File: src/rtl/read_path_aligner.sv
// Read stage of the multi-port RAM: per read agent, aligns the last-writer select with the bank
// read latency, muxes that bank and registers rddata with rdvalid/rderr. Optional feature macro: WR_BYPASS_EN.
module read_path_aligner #(
  parameter int ADDR_WIDTH   = 8,
  parameter int DATA_WIDTH   = 32,
  parameter int NB_WRAGENT   = 2,
  parameter int NB_RDAGENT   = 2,
  parameter int SELECT_WIDTH = (NB_WRAGENT > 1) ? $clog2(NB_WRAGENT) : 1,
  parameter int RAM_LATENCY  = 1
) (
  input  logic                                        aclk,
  input  logic                                        srst,
  input  logic [NB_RDAGENT-1:0]                       rden,
  input  logic [NB_RDAGENT*ADDR_WIDTH-1:0]            rdaddr,
  input  logic [NB_RDAGENT*SELECT_WIDTH-1:0]          rdselect,
  input  logic [NB_RDAGENT*NB_WRAGENT*DATA_WIDTH-1:0] bank_rddata,
  input  logic [NB_WRAGENT-1:0]                       wren,
  input  logic [NB_WRAGENT*ADDR_WIDTH-1:0]            wraddr,
  input  logic [NB_WRAGENT*DATA_WIDTH-1:0]            wrdata,
  output logic [NB_RDAGENT-1:0]                       rdvalid,
  output logic [NB_RDAGENT*DATA_WIDTH-1:0]            rddata,
  output logic [NB_RDAGENT-1:0]                       rderr
);

  localparam int                    LAST     = RAM_LATENCY - 1;
  localparam logic [SELECT_WIDTH:0] NB_LIMIT = (SELECT_WIDTH + 1)'(NB_WRAGENT);

  for (genvar i = 0; i < NB_RDAGENT; i++) begin : g_lane
    logic [RAM_LATENCY-1:0]  vld_q, vld_d;
    logic [SELECT_WIDTH-1:0] sel_aligned;
    logic [DATA_WIDTH-1:0]   mux_data;
    logic                    sel_err;
    logic [DATA_WIDTH-1:0]   rddata_q, rddata_d;
    logic                    rdvalid_q, rderr_q, rderr_d;
    logic                    byp_hit_last;
    logic [DATA_WIDTH-1:0]   byp_data_last;

    // rdselect arrives one cycle after rden; bank data arrives RAM_LATENCY cycles after rden.
    if (RAM_LATENCY == 1) begin : g_sel_direct
      assign sel_aligned = rdselect[i*SELECT_WIDTH +: SELECT_WIDTH];
    end else begin : g_sel_pipe
      logic [SELECT_WIDTH-1:0] sel_q [RAM_LATENCY-1];
      always_ff @(posedge aclk) begin
        if (srst) begin
          for (int k = 0; k < RAM_LATENCY - 1; k++) sel_q[k] <= '0;
        end else begin
          sel_q[0] <= rdselect[i*SELECT_WIDTH +: SELECT_WIDTH];
          for (int k = 1; k < RAM_LATENCY - 1; k++) sel_q[k] <= sel_q[k-1];
        end
      end
      assign sel_aligned = sel_q[RAM_LATENCY-2];
    end

`ifdef WR_BYPASS_EN
    logic                   byp_hit_now;
    logic [DATA_WIDTH-1:0]  byp_data_now;
    logic [RAM_LATENCY-1:0] byp_hit_q;
    logic [DATA_WIDTH-1:0]  byp_data_q [RAM_LATENCY];

    // Ascending scan so the highest-numbered matching writer wins.
    always_comb begin
      byp_hit_now  = 1'b0;
      byp_data_now = '0;
      for (int j = 0; j < NB_WRAGENT; j++) begin
        if (wren[j] && (wraddr[j*ADDR_WIDTH +: ADDR_WIDTH] == rdaddr[i*ADDR_WIDTH +: ADDR_WIDTH])) begin
          byp_hit_now  = 1'b1;
          byp_data_now = wrdata[j*DATA_WIDTH +: DATA_WIDTH];
        end
      end
    end

    always_ff @(posedge aclk) begin
      if (srst) begin
        byp_hit_q <= '0;
        for (int k = 0; k < RAM_LATENCY; k++) byp_data_q[k] <= '0;
      end else begin
        byp_hit_q[0]  <= byp_hit_now;
        byp_data_q[0] <= byp_data_now;
        for (int k = 1; k < RAM_LATENCY; k++) begin
          byp_hit_q[k]  <= byp_hit_q[k-1];
          byp_data_q[k] <= byp_data_q[k-1];
        end
      end
    end

    assign byp_hit_last  = byp_hit_q[LAST];
    assign byp_data_last = byp_data_q[LAST];
`else
    logic unused_bypass_inputs;
    assign unused_bypass_inputs = ^{rdaddr[i*ADDR_WIDTH +: ADDR_WIDTH], wren, wraddr, wrdata};
    assign byp_hit_last  = 1'b0;
    assign byp_data_last = '0;
`endif

    // NOTE: every variable driven here gets a default first, so no path can infer a latch.
    always_comb begin
      vld_d    = vld_q << 1;
      vld_d[0] = rden[i];
      mux_data = '0;
      for (int j = 0; j < NB_WRAGENT; j++) begin
        if (sel_aligned == SELECT_WIDTH'(j))
          mux_data = bank_rddata[(i*NB_WRAGENT + j)*DATA_WIDTH +: DATA_WIDTH];
      end
      sel_err  = ({1'b0, sel_aligned} >= NB_LIMIT);
      rddata_d = mux_data;
      rderr_d  = sel_err;
      if (byp_hit_last) begin
        rddata_d = byp_data_last;
        rderr_d  = 1'b0;
      end
    end

    // NOTE: state registers use non-blocking assignments so every stage samples pre-edge values.
    // NOTE: the data register is reset too, since rddata must read zero out of reset.
    always_ff @(posedge aclk) begin
      if (srst) begin
        vld_q     <= '0;
        rdvalid_q <= 1'b0;
        rderr_q   <= 1'b0;
        rddata_q  <= '0;
      end else begin
        vld_q     <= vld_d;
        rdvalid_q <= vld_q[LAST];
        rderr_q   <= vld_q[LAST] & rderr_d;
        if (vld_q[LAST]) rddata_q <= rddata_d;
      end
    end

    assign rdvalid[i]                       = rdvalid_q;
    assign rderr[i]                         = rderr_q;
    assign rddata[i*DATA_WIDTH +: DATA_WIDTH] = rddata_q;
  end

endmodule

File: config.mk
export PLATFORM = sky130hd
export DESIGN_NAME = read_path_aligner
export DESIGN_NICKNAME = d
export VERILOG_FILES = /design/src/rtl/read_path_aligner.sv
export SDC_FILE = /design/constraint.sdc
export NUM_CORES = 1
export LEC_CHECK = 0
export ABC_AREA = 1
export CAP_MARGIN = 30
export CORE_AREA = 4 4 116 118
export DETAILED_ROUTE_END_ITERATION = 12
export DIE_AREA = 0 0 120 122
export GPL_ROUTABILITY_DRIVEN = 0
export PLACE_DENSITY = 0.74
export SYNTH_ARGS = -nofsm -noshare
export SYNTH_HDL_FRONTEND = slang
export SYNTH_SLANG_ARGS = --single-unit
File: constraint.sdc
create_clock -name aclk -period 1.1 [get_ports aclk]
set_input_delay 0.11 -clock aclk [delete_from_list [all_inputs] [get_ports aclk]]
set_output_delay 0.11 -clock aclk [all_outputs]
set_load 0.01 [all_outputs]
==> summary.md <==
| Metric | Value |
|---|---|
| Grt ovf | 0 |
| Tot Pwr | 6860 uW |
| Hold crit path type | primary input to flip-flop |
| Vias per cell | between 4 and 5 |
| Reg clk slew, reported paths | approximately 50 ps |
| Die Y | 122 um |
| Chip width | 120 um |
| Critical Path End Type | output pin |
| Root buffer cell | clkbuf_16 |
| Commonest cells in the netlist | nor2_1 (196), nand2_1 (128), dfxtp_1 (68), inv_1 (68), o21ai_0 (35) |
| Max Fclk | approximately 0.94 GHz |
| Endpoints failing setup | 0 |
| Pre-antenna DRT Iters | 4 |
| Cell taking the most area after synthesis | dfxtp_1 |
| Die area | roughly 0.015 mm^2 |
| FF-to-FF End | g_lane[0].rddata_q[16] |
| Dpl hpwl | between 7 and 8 mm |
| DRC violations left | 0 |
| Synth top area share | between 30% and 40% |
| Cts hold-fix bufs | 0 |
| First-pass GRT wire length | approximately 16 mm |
| Antenna-violating nets left | 0 |
| Clk buf depth | 2 |
| H-tree levels | 3 |
| Drt initial violations | around 200 |
| Initial Util | about 29% |
| Routed len/inst | around 11 um |
| DRT Wirelength | approximately 10 mm |
| Number of global-route vias before repair | 3,236 |
| End of the critical path | rddata[59] |
| Reg area | between 0.001 and 0.0015 mm^2 |
| WP depth | 1 |
| Setup slack, reg-to-reg | 160 ps |
| Pins Over Slew Limit | 0 |
| Worst Path Buf+Inv | 1 |
| CTS buffer count | 9 |
| Ys async rst share | 0% |
| Worst Path Required | approximately 990 ps |
| Worst Hold Path Cells | 3 |
| Yosys warnings | 0 |
| Final min period | 1060 ps |
| # IOs | 300 |
| Multi-input gate area | around 0.0015 mm^2 |
| Setup CP Type | flip-flop to output pin |
| Tcrit/Tclk final | between 90% and 100% |
| CTS tree | done |
| Status | complete, no violations |
| Pwr Density | between 1000 and 1500 mW/mm^2 |
| Clk Latency, worst-skew pair | roughly 330 ps |
| Clock Sinks | 68 |
| CP arrival | between 900 and 1000 ps |
| Clk_skew | ~4.7 ps |
| Slowest stage cell, crit path | dfxtp_1 |
| CP max stage delay | 320 ps |
| CP startpoint | g_lane[1].rddata_q[27] |
| Largest net degree at the start of global routing | between 50 and 60 |
| Cell leakage power | approximately 0.0029 uW |
| RSZ-0062 raised after global routing | false |
| # diodes | 0 |
| Fill cells | around 1,300 |
| Ys flop type | dfxtp_1 |
| Reg2reg path depth | 4 |
| Startpoint types | flip-flop |
| Layout area overhead | 62.2% |
| Initial antenna violation count | 0 |
| Final net count | about 980 |
| Post-synth EDFFs | 0 |
| Syn Area/Cell | 6.32 um^2 |
| Std-Cell Rows | 41 |
| Max rail drop VDD | 0.000514 V |
| Post-synthesis cell type count | 13 |
| Placed Instances | 911 |
| Routed via count | between 3,000 and 4,000 |
| Final Non-Filler Cells | between 900 and 1,000 |
| Worst path cell trace | dlygate4sd2_1 |
| Final hold vios | 0 |
| Sequential share of the synthesized area | a little under two fifths |
| Worst Path Max Fanout | 2 |
| Seq cells post-synth | between 60 and 70 |
| Synth area leaders | dfxtp_1 (38%), nor2_1 (21%), nand2_1 (13%) |
| Cell area after synthesis | approximately 0.0036 mm^2 |
| All-Layer GR Usage | around 14% |
| Crit-path leading delay family | flip-flops |
| Cells after synthesis | 564 |
| RR Startpoint | g_lane[0].vld_q |
| I/O Buffers | 199 |
| Layout cell share with drive strength beyond 1 | between 4 and 5% |
| Core ar. | ~0.012 mm^2 |
| Max Cap Viol | 0 |
| Most frequent cell after synthesis | nor2_1 |
repair_timing:
action,CTS,global route
setup buffers,0,0
resized for setup,66,11
endpoints found under the setup margin,66,10
cell usage in the layout, fill, tap and decap left out, drive strengths merged, types with 9 or more instances in the layout:
master	netlist	layout
inv	69	69
clkbuf	1	16
buf	37	15
clkdlybuf4s50	0	131
nor2	196	196
clkdlybuf4s15	0	9
nand2	128	128
dlygate4sd2	0	56
o21ai	64	64
dfxtp	68	68
worst min-delay path by stage:
stage               slack [ps]              startpoint                      to
finish                     290                 rden[0]         g_lane[0].vld_q
global route               290                 rden[1]         g_lane[1].vld_q
CTS                        270                 rden[0]         g_lane[0].vld_q
global placement           480  g_lane[1].rddata_q[29]  g_lane[1].rddata_q[29]
detailed placement         490  g_lane[1].rddata_q[27]  g_lane[1].rddata_q[27]
floorplan                  180                    srst         g_lane[0].vld_q
power breakdown:
part	switching, uW	internal [uW]
registers	72.0	2630
logic	603	817
clock network	1020	1710
total	1700	5160
final cells by class:
type	instances	area share, %
clock inverters	1	0.0865
well taps	172	3.72
repair buffers	212	36.6
inverters	69	4.52
clock buffers	15	4.80
flip-flops and latches	68	23.6
multi-input cells	390	26.7
metal layers:
metal | routed length, um | vias to the layer above | global-route usage [%]
li1 | - | 2029 | -
met1 | 4410 | 1541 | 15.8
met2 | 4510 | 140 | 22.0
met3 | 1060 | 11 | 5.62
met4 | 161 | 0 | 5.58
met5 | 0 | - | 0
tightest hold or removal path: stages:
cell and delay [ps]:
clkdlybuf4s50_1 390, inv_1 50, nor2_1 30
kinds of logic (layout without fill, tap and decap cells):
| kind of cell | Yosys count | after routing | synth area share [%] |
|---|---|---|---|
| compound gates | 64 | 64 | 8.98 |
| buf+inv | 107 | 297 | 18.6 |
| simple gates | 324 | 324 | 34.1 |
| other cells | 1 | 2 | 0.105 |
| flops | 68 | 68 | 38.2 |
sequential cells by signal (all words and copies together), names as in the netlist:
signal / flops
g_lane.rdvalid_q: 2
g_lane.rddata_q: 64
g_lane.vld_q: 2
stage by stage:
step | hold slack [ps] | setup TNS, ps | util [%] | instance area (um^2) | worst slack (ps)
6_report | 286 | 0 | 46.4 | 5780 | 40.8
5_1_grt | 290 | 0 | 46.4 | 5780 | 1.13
4_1_cts | 266 | 0 | 46.3 | 5780 | 6.63
3_5_place_dp | 486 | -1530 | 44.7 | 5580 | -47.6
3_3_place_gp | 477 | -1180 | 44.7 | 5580 | -33.8
2_1_floorplan | 181 | 0 | - | 3570 | 216
(Power assumes the default switching activity.)
